--- src/rtl/touch_key_debounce.sv ---
`default_nettype none
// ============================================================================
//  Module   : touch_key_debounce
//  Brief    : Synchronises and debounces a raw touch-sensor pin, producing a
//             clean level plus one-cycle press, release and long-press events.
//  Revision : 1.0 - initial release
// ============================================================================
module touch_key_debounce #(
    parameter int unsigned DEBOUNCE_CYC = 1_000_000,
    parameter int unsigned LONG_CYC     = 50_000_000,
    parameter logic        ACTIVE_LVL   = 1'b1
) (
    input  logic sys_clk,
    input  logic sys_rst,
    input  logic touch_key,
    output logic key_level,
    output logic press_pulse,
    output logic release_pulse,
    output logic long_pulse
);

    localparam int unsigned DB_W   = $clog2(DEBOUNCE_CYC);
    localparam int unsigned HOLD_W = $clog2(LONG_CYC + 1);

    localparam logic [DB_W-1:0]   c_db_last   = DB_W'(DEBOUNCE_CYC - 1);
    localparam logic [HOLD_W-1:0] c_hold_last = HOLD_W'(LONG_CYC - 1);

    typedef enum logic [1:0] {
        ST_IDLE       = 2'd0,
        ST_PRESS_DB   = 2'd1,
        ST_HELD       = 2'd2,
        ST_RELEASE_DB = 2'd3
    } state_t;

    logic              sync1_q;
    logic              sync2_q;
    logic              w_p;

    state_t            state_q,     state_d;
    logic [DB_W-1:0]   db_cnt_q,    db_cnt_d;
    logic [HOLD_W-1:0] hold_cnt_q,  hold_cnt_d;
    logic              long_done_q, long_done_d;
    logic              key_level_q, key_level_d;
    logic              press_q,     press_d;
    logic              release_q,   release_d;
    logic              long_q,      long_d;

    // Two-flop synchroniser; resets to the idle (untouched) pin level
    always_ff @(posedge sys_clk or posedge sys_rst) begin
        if (sys_rst) begin
            sync1_q <= ~ACTIVE_LVL;
            sync2_q <= ~ACTIVE_LVL;
        end else begin
            sync1_q <= touch_key;
            sync2_q <= sync1_q;
        end
    end

    assign w_p = (sync2_q == ACTIVE_LVL);

    // State, counters and registered outputs
    always_ff @(posedge sys_clk or posedge sys_rst) begin
        if (sys_rst) begin
            state_q     <= ST_IDLE;
            db_cnt_q    <= '0;
            hold_cnt_q  <= '0;
            long_done_q <= 1'b0;
            key_level_q <= 1'b0;
            press_q     <= 1'b0;
            release_q   <= 1'b0;
            long_q      <= 1'b0;
        end else begin
            state_q     <= state_d;
            db_cnt_q    <= db_cnt_d;
            hold_cnt_q  <= hold_cnt_d;
            long_done_q <= long_done_d;
            key_level_q <= key_level_d;
            press_q     <= press_d;
            release_q   <= release_d;
            long_q      <= long_d;
        end
    end

    // Next-state logic; pulses default low so each lasts exactly one cycle
    always_comb begin
        state_d     = state_q;
        db_cnt_d    = db_cnt_q;
        hold_cnt_d  = hold_cnt_q;
        long_done_d = long_done_q;
        key_level_d = key_level_q;
        press_d     = 1'b0;
        release_d   = 1'b0;
        long_d      = 1'b0;

        case (state_q)
            ST_IDLE: begin
                if (w_p) begin
                    state_d  = ST_PRESS_DB;
                    db_cnt_d = '0;
                end
            end

            ST_PRESS_DB: begin
                if (!w_p) begin
                    state_d  = ST_IDLE;
                    db_cnt_d = '0;
                end else if (db_cnt_q == c_db_last) begin
                    state_d     = ST_HELD;
                    key_level_d = 1'b1;
                    press_d     = 1'b1;
                    hold_cnt_d  = '0;
                    long_done_d = 1'b0;
                end else begin
                    db_cnt_d = db_cnt_q + 1'b1;
                end
            end

            ST_HELD: begin
                if (!w_p) begin
                    state_d  = ST_RELEASE_DB;
                    db_cnt_d = '0;
                end
                // Long-press timing runs only while truly held; once fired it
                // stays latched until the next accepted press.
                if (!long_done_q) begin
                    if (hold_cnt_q == c_hold_last) begin
                        long_d      = 1'b1;
                        long_done_d = 1'b1;
                    end else begin
                        hold_cnt_d = hold_cnt_q + 1'b1;
                    end
                end
            end

            ST_RELEASE_DB: begin
                // hold_cnt/long_done are left untouched here so a rejected
                // release bounce resumes long-press timing where it paused.
                if (w_p) begin
                    state_d = ST_HELD;
                end else if (db_cnt_q == c_db_last) begin
                    state_d     = ST_IDLE;
                    key_level_d = 1'b0;
                    release_d   = 1'b1;
                end else begin
                    db_cnt_d = db_cnt_q + 1'b1;
                end
            end

            default: begin
                state_d = ST_IDLE;
            end
        endcase
    end

    assign key_level     = key_level_q;
    assign press_pulse   = press_q;
    assign release_pulse = release_q;
    assign long_pulse    = long_q;

endmodule
`default_nettype wire

--- config.mk ---
export PLATFORM = sky130hd
export DESIGN_NAME = touch_key_debounce
export DESIGN_NICKNAME = d
export VERILOG_FILES = /design/src/rtl/touch_key_debounce.sv
export SDC_FILE = /design/constraint.sdc
export NUM_CORES = 1
export LEC_CHECK = 0
export ABC_AREA = 1
export CORE_AREA = 2 2 91 93
export CTS_BUF_LIST = sky130_fd_sc_hd__clkbuf_4
export CTS_CLUSTER_DIAMETER = 30
export DETAILED_ROUTE_END_ITERATION = 16
export DIE_AREA = 0 0 93 95
export PLACE_DENSITY_LB_ADDON = 0.3
export SYNTH_ARGS = -nofsm -noshare
export SYNTH_HDL_FRONTEND = slang
export SYNTH_SLANG_ARGS = --single-unit
--- constraint.sdc ---
create_clock -name sys_clk -period 2.6 [get_ports sys_clk]
set_input_delay 0.65 -clock sys_clk [delete_from_list [all_inputs] [get_ports sys_clk]]
set_output_delay 0.65 -clock sys_clk [all_outputs]
set_load 0.03 [all_outputs]
## After elaboration in Yosys (flattened, before gate mapping)

Index checks and enable logic that the tools add are counted.

| operators by class | value |
|---|---|
| $add $sub $neg | 2 |
| reductions and logical operators | 8 |
| muxes and demuxes | 34 |
| equal/unequal tests | 15 |

Operators with widths:

| operator | number |
|---|---|
| two-way mux 26 bit | 4 |
| two-way mux 20 bit | 5 |
| case mux 20 bit (4 select lines) | 1 |
| case mux 26 bit (2 select lines) | 1 |
| adder 26 x 1 -> 26 bit (second input constant) | 1 |
| equality test 26 bit (second input constant) | 1 |
| adder 20 x 1 -> 20 bit (second input constant) | 1 |
| equality test 20 bit (second input constant) | 1 |
| != test 2 bit (second input constant) | 8 |
| two-way mux 1 bit | 14 |
| two-way mux 2 bit | 6 |
| AND reduction 5 bit | 2 |
| case mux 2 bit (4 select lines) | 1 |
| != test 3 bit (second input constant) | 2 |
| AND reduction 3 bit | 2 |
| equality test 2 bit (second input constant) | 2 |
| case mux 1 bit (2 select lines) | 2 |
| AND reduction 4 bit | 1 |
| nonzero test 2 bit | 2 |
| equality test 2 x 1 -> 1 bit (second input constant) | 1 |
| zero test 2 bit | 1 |

| word-level totals | value |
|---|---|
| input bits | 3 |
| register bits | 55 |
| output and inout bits | 4 |

## Logic depth before layout (Yosys ltp)

| logic depth | value |
|---|---|
| word-level depth | 4 |
| mapped depth | 11 |

## Least setup slack after synthesis

No wires, ideal clock.

| path | value |
|---|---|
| path type | register to register |
| from | reg db_cnt_q[0] |
| to | reg hold_cnt_q[17] |
| arrival | 1.508 ns |
| stages on the path, launching flop included | 9 |
| buffers on the path | 2 |
| required time | 2.483 ns |
| path slack | 0.975 ns |
| setup time | 0.117 ns |
| clock period less this slack | 1.625 ns |
| cell sequence | dfrtp_1 > ha_1 > nand3_1 > nor2_2 > nand3_1 > buf_2 > buf_6 > nand3_1 > nand2_1 |

| on the way | value |
|---|---|
| cells in the longest elaborated chain, start to end | 3 |

Ends and longest elaborated chain:

| item | RTL line | text |
|---|---|---|
| start: declaration | 40 | `logic [DB_W-1:0] db_cnt_q, db_cnt_d;` |
| start signal: assignment | 74 | `db_cnt_q <= db_cnt_d;` |
| equality test 20 bit | 107 | `end else if (db_cnt_q == c_db_last) begin` |
| != test 2 bit (no line) | -- |  |
| AND reduction 5 bit (no line) | -- |  |
| end signal: assignment | 75 | `hold_cnt_q <= hold_cnt_d;` |
| end: declaration | 41 | `logic [HOLD_W-1:0] hold_cnt_q, hold_cnt_d;` |

Every way passes these cells.
A chain may end at the register's enable or synchronous reset.

## Final worst setup path

| path | value |
|---|---|
| from | reg key_level_q, in the netlist key_level |
| to | out key_level |

RTL lines:

| item | RTL line | text |
|---|---|---|
| start: declaration | 43 | `logic key_level_q, key_level_d;` |
| start signal: assignment | 77 | `key_level_q <= key_level_d;` |
| end: declaration | 16 | `output logic key_level,` |

No word-level cell between the ends.

==> flow_metrics.tcl <==
set metrics [dict create \
    outcome "completed" \
    synth_area_um2 3690 \
    nFillCells 821 \
    synthAdderAreaFrac_pct 0.678 \
    io_pins 7 \
    synth_top_family_by_area "simple AND/OR/NAND/NOR gates" \
    max_stage_delay_ns 0.68 \
    grt_max_degree 56 \
    cts-root-buf "clkbuf_4" \
    vias 3570 \
    grt_pass1_wl_mm 15.0 \
    core_um2 7930 \
    syn_inst 574 \
    ir_worst_vdd_mv 0.187 \
    port_buffers 6 \
    regToRegStartpoint "db_cnt_q[0]" \
    yosys-mux-area-fraction_pct 0 \
    grtUsageTotal_pct 21.0 \
    synthTopCellsByArea "dfrtp_1 37%, nand2_1 20%, nor2_1 11%" \
    drcViolationCount 0 \
    tritoncts "built" \
    p_per_area_nw_per_um2 347 \
    multi_input_area_um2 1980 \
    grtUsageMet1_pct 24.7 \
    postRouteAntennaNets 0 \
    initial_utilization_pct 46.6 \
    hold_depth 0 \
    slew_headroom_pct 52.9 \
    largest_reg_flops 26 \
    yosys.area_share.simple_pct 45.8 \
    area_growth_pct 5.96 \
    antenna_found_initial 0 \
    clk_pin_slew_ns 0.17 \
    r2r_end "db_cnt_q[6]" \
    nets 585 \
    crit_buf_inv 1 \
    min_period_ns 2.12 \
    reg.largest.list "hold_cnt_q: 26 flops, db_cnt_q: 20 flops" \
    critical_path_depth 1 \
    final_common_cell "nand2_1" \
    grt_pass1_vias 3366 \
    drt_iter0_markers 177 \
    cp.required_ns 1.95 \
    yosysSeqAreaShare_pct 37.3 \
    dr.pass1.iters 5 \
    post-route-util_pct 49.4 \
    cts_setup_buffers 0 \
    finalWeightedCongestion 0.974 \
    worst_pin_slew_ns 0.705 \
    finalSetupViolations 0 \
    gr-usage-met3_pct 3.11 \
    final.setup_skew_ns 0.0125 \
    arrival_ns 1.47 \
    synth_cell_types 25 \
    wl_per_cell_um 12.7 \
    hpwl_mm 6.56 \
    cp_slowest_cell "clkdlybuf4s50_1" \
    end_kind "primary output" \
    timing.fmax_mhz 472 \
    clock_latency_ns 0.39 \
    grt_util_met2_pct 38.6 \
    antenna_cells 0 \
    final_cell_mix "192 x nand2_1, 108 x nor2_1, 67 x nand3_1, 65 x inv_1, 55 x dfrtp_1" \
    yosys_warnings 0 \
    clockBufferDepth 2 \
    worst-r2r-cell-count 8 \
    avgSynthCellArea_um2 6.43 \
    wirelength_mm 8.73 \
    path_max_fanout 2 \
    synth_compound_area_share_pct 4.47 \
    yosysTopAreaCellShare_pct 37.3 \
    cts_hold_buffers 0 \
    die_x_um 93 \
    start_kind "flop" \
    hold_violations 0 \
    cts-buffers-inserted 5 \
    hold_start "sync1_q" \
    cp_cell_sequence "clkdlybuf4s50_1" \
    register_area_um2 1380 \
    vias_per_cell 5.20 \
    crit_type "reg -> out" \
    drive_above_1_share_pct 6.54 \
    die_height_um 95 \
    total_power_mw 1.36 \
    ys_seq_elements 55 \
    leakage_nw 1.74 \
    htree_levels 2 \
    post-route-period-util_pct 81.5 \
    hp-class "reg -> reg" \
    regMostFlops "hold_cnt_q" \
    slew_violations 0 \
    grt_busiest_layer "met2" \
    min_delay_worst_endpoint "sync2_q" \
    tns_ns 0 \
    synth_xor_area_share_pct 2.61 \
    overflow 0 \
    synth_top_area_cell "dfrtp_1" \
    reg2reg_setup_slack_ns 0.51 \
    cp_top_family "buffers and inverters" \
    cts_sinks 55 \
    cap_violations 0 \
    rsz0062_at_grt "no" \
    die_area_um2 8840 \
    num_rows 33 \
    syn_nets 579 \
    cts_resized 0 \
]
cell usage after synthesis:
| library cell | count |
|---|---|
| o21ai_2 | 9 |
| nand2_2 | 3 |
| nand4_1 | 16 |
| nor2_2 | 6 |
| nand2_1 | 192 |
| o21ai_0 | 11 |
| xnor2_1 | 4 |
| xor2_1 | 7 |
| a21oi_1 | 2 |
| buf_4 | 2 |
| nor3_1 | 7 |
| buf_6 | 4 |
| nor2_1 | 108 |
| a22oi_2 | 1 |
| dfrtp_1 | 55 |
| ha_1 | 2 |
| nand2_4 | 2 |
| or2_2 | 1 |
| inv_2 | 1 |
| clkbuf_1 | 3 |
| nand3_1 | 67 |
| o2111ai_1 | 1 |
| nand3_2 | 1 |
| inv_1 | 66 |
| buf_2 | 3 |
worst register-to-register path: stages, from the launching register on:
cell and delay [ns]:
dfrtp_1 0.47, ha_1 0.29, nand3_1 0.13, nor2_2 0.24, nand3_1 0.45, nand3_1 0.25
nand2_1 0.07, nand2_1 0.06, nor2_1 0.05
layout make-up:
cell class	instances	share of cell area, %
clock inverters	3	0.704
inverters	67	6.43
flip-flops and latches	55	35.2
well taps	105	3.36
repair buffers	11	2.81
clock buffers	5	0.959
multi-input cells	440	50.6
kinds of logic after synthesis:
| kind of cell | after synthesis |
|---|---|
| flip-flops | 55 |
| buffers and inverters | 79 |
| XOR/XNOR | 11 |
| AO/OA/AOI/OAI | 24 |
| AND/OR/NAND/NOR | 403 |
| adder cells (fa/ha/maj) | 2 |
per-layer routing:
metal	wire [um]	vias to the layer above
met1	3720	1649
li1	-	1809
met3	297	29
met2	4420	83
met4	294	0
met5	0	-
report_power, final:
part | internal (mW) | switching (mW)
clock | 0.116 | 0.301
sequential | 0.865 | 0.0127
combinational | 0.0182 | 0.0470
total | 0.999 | 0.360
per-stage QoR:
| step | setup WS (ns) | area (um2) | hold slack, ns | instances |
|---|---|---|---|---|
| after floorplan | 0.607 | 3690 | 0.331 | 574 |
| after global placement | 0.553 | 3850 | 0.333 | 678 |
| after detailed placement | 0.527 | 3850 | 0.335 | 678 |
| after CTS | 0.448 | 3910 | 0.374 | 686 |
| after global routing | 0.286 | 3910 | 0.389 | 686 |
| final | 0.482 | 3910 | 0.371 | 686 |
worst max path at each step:
stage                 from                         end  slack (ns)
2_1_floorplan      sys_rst  asynchronous set/reset pin        0.61
3_3_place_gp   db_cnt_q[0]                db_cnt_q[10]        0.55
3_5_place_dp   db_cnt_q[0]                db_cnt_q[10]        0.53
4_1_cts          key_level                   key_level        0.45
5_1_grt        db_cnt_q[0]                 db_cnt_q[0]        0.29
6_report         key_level                   key_level        0.48
Note: power is estimated with default switching activity, not from simulation.
